$ cat src/rtl/mem_port_arbiter_pkg.sv
// Shared definitions for the unified memory port arbiter: FSM state encodings
// and the full-word byte-enable pattern used for fetches and loads.
package mem_port_arbiter_pkg;

    typedef enum logic [1:0] {
        ST_IDLE  = 2'd0,
        ST_FETCH = 2'd1,
        ST_DATA  = 2'd2,
        ST_DRAIN = 2'd3
    } arbState_t;

    localparam logic [3:0] BE_WORD = 4'hF;

    // Only stores drive partial byte enables; everything else reads a full word.
    function automatic logic [3:0] accessBe(input logic we, input logic [3:0] be);
        return we ? be : BE_WORD;
    endfunction

endpackage

$ cat src/rtl/mem_port_arbiter_wait_timer.sv
// Wait-state watchdog: counts cycles spent waiting on the memory and raises a
// sticky error once the limit is hit. A TIMEOUT of 0 disables the watchdog.
module mem_wait_timer #(
    parameter int TIMEOUT = 16
) (
    input  logic clk,
    input  logic reset,
    input  logic enable,
    input  logic clear,
    output logic err
);

    localparam int            CW      = (TIMEOUT > 1) ? $clog2(TIMEOUT) : 1;
    localparam bit            ENABLED = (TIMEOUT > 0);
    localparam logic [CW-1:0] LIMIT   = ENABLED ? CW'(TIMEOUT - 1) : '0;

    logic [CW-1:0] count;

    // The count stops at LIMIT so it never wraps while the memory stays stuck.
    always_ff @(posedge clk) begin
        if (!reset) begin
            count <= '0;
            err   <= 1'b0;
        end else if (clear) begin
            count <= '0;
        end else if (enable && ENABLED) begin
            if (count == LIMIT) begin
                err <= 1'b1;
            end else begin
                count <= count + 1'b1;
            end
        end
    end

endmodule

$ cat src/rtl/mem_port_arbiter.sv
// Arbitrates the single-ported unified memory between instruction fetch and the
// data stage, registering every memory-side signal and the returned read data.
module mem_port_arbiter
    import mem_port_arbiter_pkg::*;
#(
    parameter int XLEN    = 32,
    parameter int TIMEOUT = 16
) (
    input  logic            clk,
    input  logic            reset,
    input  logic            if_req,
    input  logic [XLEN-1:0] if_addr,
    input  logic            if_flush,
    output logic            if_valid,
    output logic [XLEN-1:0] if_rdata,
    output logic            if_stall,
    input  logic            d_req,
    input  logic            d_we,
    input  logic [3:0]      d_be,
    input  logic [XLEN-1:0] d_addr,
    input  logic [XLEN-1:0] d_wdata,
    output logic            d_valid,
    output logic [XLEN-1:0] d_rdata,
    output logic            d_stall,
    output logic            mem_req,
    output logic            mem_we,
    output logic [3:0]      mem_be,
    output logic [XLEN-1:0] mem_addr,
    output logic [XLEN-1:0] mem_wdata,
    input  logic            mem_ready,
    input  logic [XLEN-1:0] mem_rdata,
    output logic            err
);

    arbState_t state;
    logic      dPending;
    logic      ifPending;

    // A requester still holds req during its valid pulse, so that cycle is not a new request.
    assign dPending  = d_req && !d_valid;
    assign ifPending = if_req && !if_flush && !if_valid;

    assign if_stall = if_req && !if_valid;
    assign d_stall  = d_req && !d_valid;

    always_ff @(posedge clk) begin
        if (!reset) begin
            state     <= ST_IDLE;
            mem_req   <= 1'b0;
            mem_we    <= 1'b0;
            mem_be    <= '0;
            mem_addr  <= '0;
            mem_wdata <= '0;
            if_valid  <= 1'b0;
            if_rdata  <= '0;
            d_valid   <= 1'b0;
            d_rdata   <= '0;
        end else begin
            if_valid <= 1'b0;
            d_valid  <= 1'b0;
            case (state)
                ST_IDLE: begin
                    if (dPending) begin
                        state     <= ST_DATA;
                        mem_req   <= 1'b1;
                        mem_we    <= d_we;
                        mem_be    <= accessBe(d_we, d_be);
                        mem_addr  <= d_addr;
                        mem_wdata <= d_we ? d_wdata : '0;
                    end else if (ifPending) begin
                        state     <= ST_FETCH;
                        mem_req   <= 1'b1;
                        mem_we    <= 1'b0;
                        mem_be    <= BE_WORD;
                        mem_addr  <= if_addr;
                        mem_wdata <= '0;
                    end
                end
                ST_FETCH: begin
                    if (mem_ready) begin
                        state   <= ST_IDLE;
                        mem_req <= 1'b0;
                        if (!if_flush) begin
                            if_valid <= 1'b1;
                            if_rdata <= mem_rdata;
                        end
                    end else if (if_flush) begin
                        state <= ST_DRAIN;
                    end
                end
                ST_DATA: begin
                    if (mem_ready) begin
                        state   <= ST_IDLE;
                        mem_req <= 1'b0;
                        mem_we  <= 1'b0;
                        d_valid <= 1'b1;
                        d_rdata <= mem_we ? '0 : mem_rdata;
                    end
                end
                // The memory cannot be aborted, so a cancelled fetch is waited out silently.
                ST_DRAIN: begin
                    if (mem_ready) begin
                        state   <= ST_IDLE;
                        mem_req <= 1'b0;
                    end
                end
                default: state <= ST_IDLE;
            endcase
        end
    end

    mem_wait_timer #(
        .TIMEOUT(TIMEOUT)
    ) waitTimer (
        .clk   (clk),
        .reset (reset),
        .enable(mem_req && !mem_ready),
        .clear (mem_ready),
        .err   (err)
    );

endmodule

$ cat config.mk
export PLATFORM = sky130hd
export DESIGN_NAME = mem_port_arbiter
export DESIGN_NICKNAME = d
export VERILOG_FILES = /design/src/rtl/mem_port_arbiter_pkg.sv /design/src/rtl/mem_port_arbiter_wait_timer.sv /design/src/rtl/mem_port_arbiter.sv
export SDC_FILE = /design/constraint.sdc
export NUM_CORES = 1
export LEC_CHECK = 0
export CAP_MARGIN = 30
export CELL_PAD_IN_SITES_DETAIL_PLACEMENT = 0
export CELL_PAD_IN_SITES_GLOBAL_PLACEMENT = 1
export CORE_MARGIN = 2
export CORE_UTILIZATION = 29
export CTS_CLUSTER_DIAMETER = 100
export CTS_CLUSTER_SIZE = 14
export DETAILED_ROUTE_END_ITERATION = 7
export PLACE_DENSITY = 0.89
export RECOVER_POWER = 50
export SYNTH_ARGS = -nofsm -noshare
export SYNTH_HDL_FRONTEND = slang
export SYNTH_HIERARCHICAL = 1
export SYNTH_SLANG_ARGS = --single-unit
$ cat constraint.sdc
create_clock -name clk -period 1.4 [get_ports clk]
set_input_delay 0.14 -clock clk [delete_from_list [all_inputs] [get_ports clk]]
set_output_delay 0.14 -clock clk [all_outputs]
set_load 0.02 [all_outputs]
==> impl_metrics.ini <==
[sta]
slew_viol_final = 0
min_period_ns = 1.43
hold_viol = 0
fin_ws_ns = -0.0350
worst_pin_slew_ns = 0.408
setup_viol = 4
max_freq_mhz = 697
maxSlewHeadroom_pct = 72.8
fin_crit_sh_pct = 102
grt_setup_unrepaired = true
fin_skew_ns = 0.00861

[min_path]
holdCritStartpoint = reset
hp-class = input port to register
worstHoldPathCells = 3
hold_path_end = waitTimer/err

[logic_synthesis]
ys_seq_elements = 143
synth_area_per_cell_um2 = 9.00
async_reset_ff_share_pct = 0
synth_seq_area_share_pct = 50.0
synth_flop_cell = dfxtp_1
synth_nets = 776
synth_cells = 636
syn_area_um2 = 5720
synth_enable_flop_cells = 0
yosys_warnings = 6
synthDistinctLibCells = 42

[finish]
fin_area_um2 = 9450
antenna_cells = 0
nets = 1062
drive_gt1_share_pct = 10.9
instances_no_fill = 1200
area_growth_pct = 65.2
num-fill-cells = 1944
finish.utilization_pct = 48.7

[detailed_routing]
avgRoutedWirePerCell_um = 16.1
drc = 0
drt_iter0_drc = 275
drtPass1Iterations = 4
antenna_left = 0
via_per_inst = 4.76
vias = 5710
wl_um = 19300

[critical_path]
worstReg2RegStart = if_valid
crit_fanout = 11
crit_arrival_ns = 1.76
crit_type = register to register
r2r-end = mem_wdata[31]
r2r_slack_ns = -0.03
cp.required_ns = 1.73
critPathCaptureType = register
ff2ff_path_depth = 6
cp-start-kind = register

[power_and_ir_drop]
ir_drop_mv = 0.706
power.total_w = 0.0106
p_leak_nw = 4.06
p_per_area_nw_per_um2 = 1130

[floorplan]
die_area_um2 = 20900
io_pins = 278
start_util_pct = 29.5
die_w_um = 144
core_area_um2 = 19400
num_rows = 51
die_y_um = 144

[grt]
antenna_found_initial = 0
grt_max_degree = 36
grt_util_all_layers_pct = 18.0
grt_pass1_wl_um = 29400
first_global_vias = 5598
grt_overflow = 0

[clocking]
numClockSinks = 143
cts_max_level = 4
clkTransAtPathRegs_ns = 0.06
cts_tree = yes
cts_root_buffer = clkbuf_16
numCtsBuffers = 17
cts.path.max_buffers = 2
clock_latency_ns = 0.41

[outcome]
violations = setup timing
status = finished with violations

[placed_design]
dp_slack_ns = -0.410
place_area_um2 = 9010
dp_hpwl_um = 13400
dp_cells = 1165
numPortBuffers = 277
place_congestion = 0.800

[flow_run]
max-cap-violations = 0
-- synthesized netlist by cell type (2+ instances only) --
cell type / number / area [um^2]
a211oi_1: 32 / 240
a21oi_1: 69 / 345
a22o_1: 32 / 280
and4b_1: 2 / 20.0
buf_2: 21 / 105
buf_4: 6 / 45.0
buf_6: 8 / 90.1
clkbuf_1: 22 / 82.6
dfxtp_1: 143 / 2860
inv_1: 2 / 7.51
inv_2: 2 / 7.51
mux2i_1: 32 / 320
nand2_1: 128 / 480
nand3_1: 3 / 15.0
nor2_1: 3 / 11.3
nor2b_1: 2 / 12.5
nor3_1: 34 / 170
o21a_1: 2 / 15.0
o21ai_0: 53 / 265
o21ai_1: 14 / 70.1
o221a_2: 4 / 45.0
or2_2: 2 / 12.5
-- critical path: stages (launching register included) --
cell	delay [ns]
dfxtp_4	0.36
buf_6	0.09
nor3b_4	0.04
buf_12	0.14
o21ai_4	0.29
buf_12	0.20
mux2i_1	0.22
-- stage by stage --
stage               hold WS, ns  TNS, ns
detailed placement        0.447   -35.63
CTS                       0.189   -0.717
floorplan                 0.258  -0.0201
global route              0.202    -2.05
finish                    0.206  -0.0593
global placement          0.441   -32.85
-- routing by layer --
layer / wire length, um / share of wire (%) / track usage [%] / vias to the layer above
li1: - / - / - / 2835
met1: 8390 / 43 / 22.5 / 2649
met2: 9230 / 48 / 29.9 / 197
met3: 1190 / 6.1 / 4.40 / 29
met4: 484 / 2.5 / 7.00 / 0
met5: 0 / 0 / 0 / -
-- cells in the final DEF (no fill, tap or decap), drive strengths merged, types with 4 or more instances in the layout --
cell	n
a211oi	32
a21oi	70
a22o	32
buf	47
clkbuf	24
clkdlybuf4s50	137
clkinvlp	5
dfxtp	143
dlygate4sd2	135
inv	6
mux2i	32
nand2	128
nor2	4
nor3	34
o21ai	68
o221a	4
-- area by class of cell --
cell class,count,area (um^2),share of cell area [%]
Timing Repair Buffer,324,3150,33.3
Sequential cell,143,2870,30.4
Multi-Input combinational cell,432,2530,26.8
Clock buffer,21,450,4.77
Tap cell,265,332,3.51
Clock inverter,11,110,1.16
Inverter,4,15.0,0.159
-- flip-flops by register name, summed over array words and instances (netlist names) --
signal / count
d_rdata: 32
d_valid: 1
if_rdata: 32
if_valid: 1
mem_addr: 32
mem_be: 4
mem_req: 1
mem_wdata: 32
mem_we: 1
state: 2
waitTimer/count: 4
waitTimer/err: 1
-- worst max-delay path by stage --
| stage | start | to | slack, ns |
|---|---|---|---|
| floorplan | d_valid | mem_addr[25] | -0.003 |
| global placement | if_flush | mem_be[1] | -0.38 |
| detailed placement | if_flush | mem_be[2] | -0.41 |
| CTS | d_valid | mem_wdata[17] | -0.06 |
| global route | if_valid | mem_wdata[31] | -0.1 |
| finish | if_valid | mem_wdata[31] | -0.03 |
-- logic make-up after synthesis --
kind of cell	count (synthesis)	synth area share, %
compound gates	213	23.3
fa+ha+maj	1	0.219
buf+inv	61	5.90
flops	143	50.0
mux	32	5.60
simple gates	186	14.9
-- where the power goes --
group	internal, W	total (W)	leakage (nW)	switching, W
Combinational	0.000966	0.00193	2.64	0.000966
Clock	0.00251	0.00431	0.258	0.00180
Sequential	0.00427	0.00439	1.17	0.000124
-- repair_timing --
action	4_1_cts	5_1_grt
buffers inserted	1	0
resized for setup	151	17
gates cloned	1	1
hold buffers	0	0
endpoints found under the setup margin	164	82
pin swaps	3	5
Power figures use the tool's default switching activity.
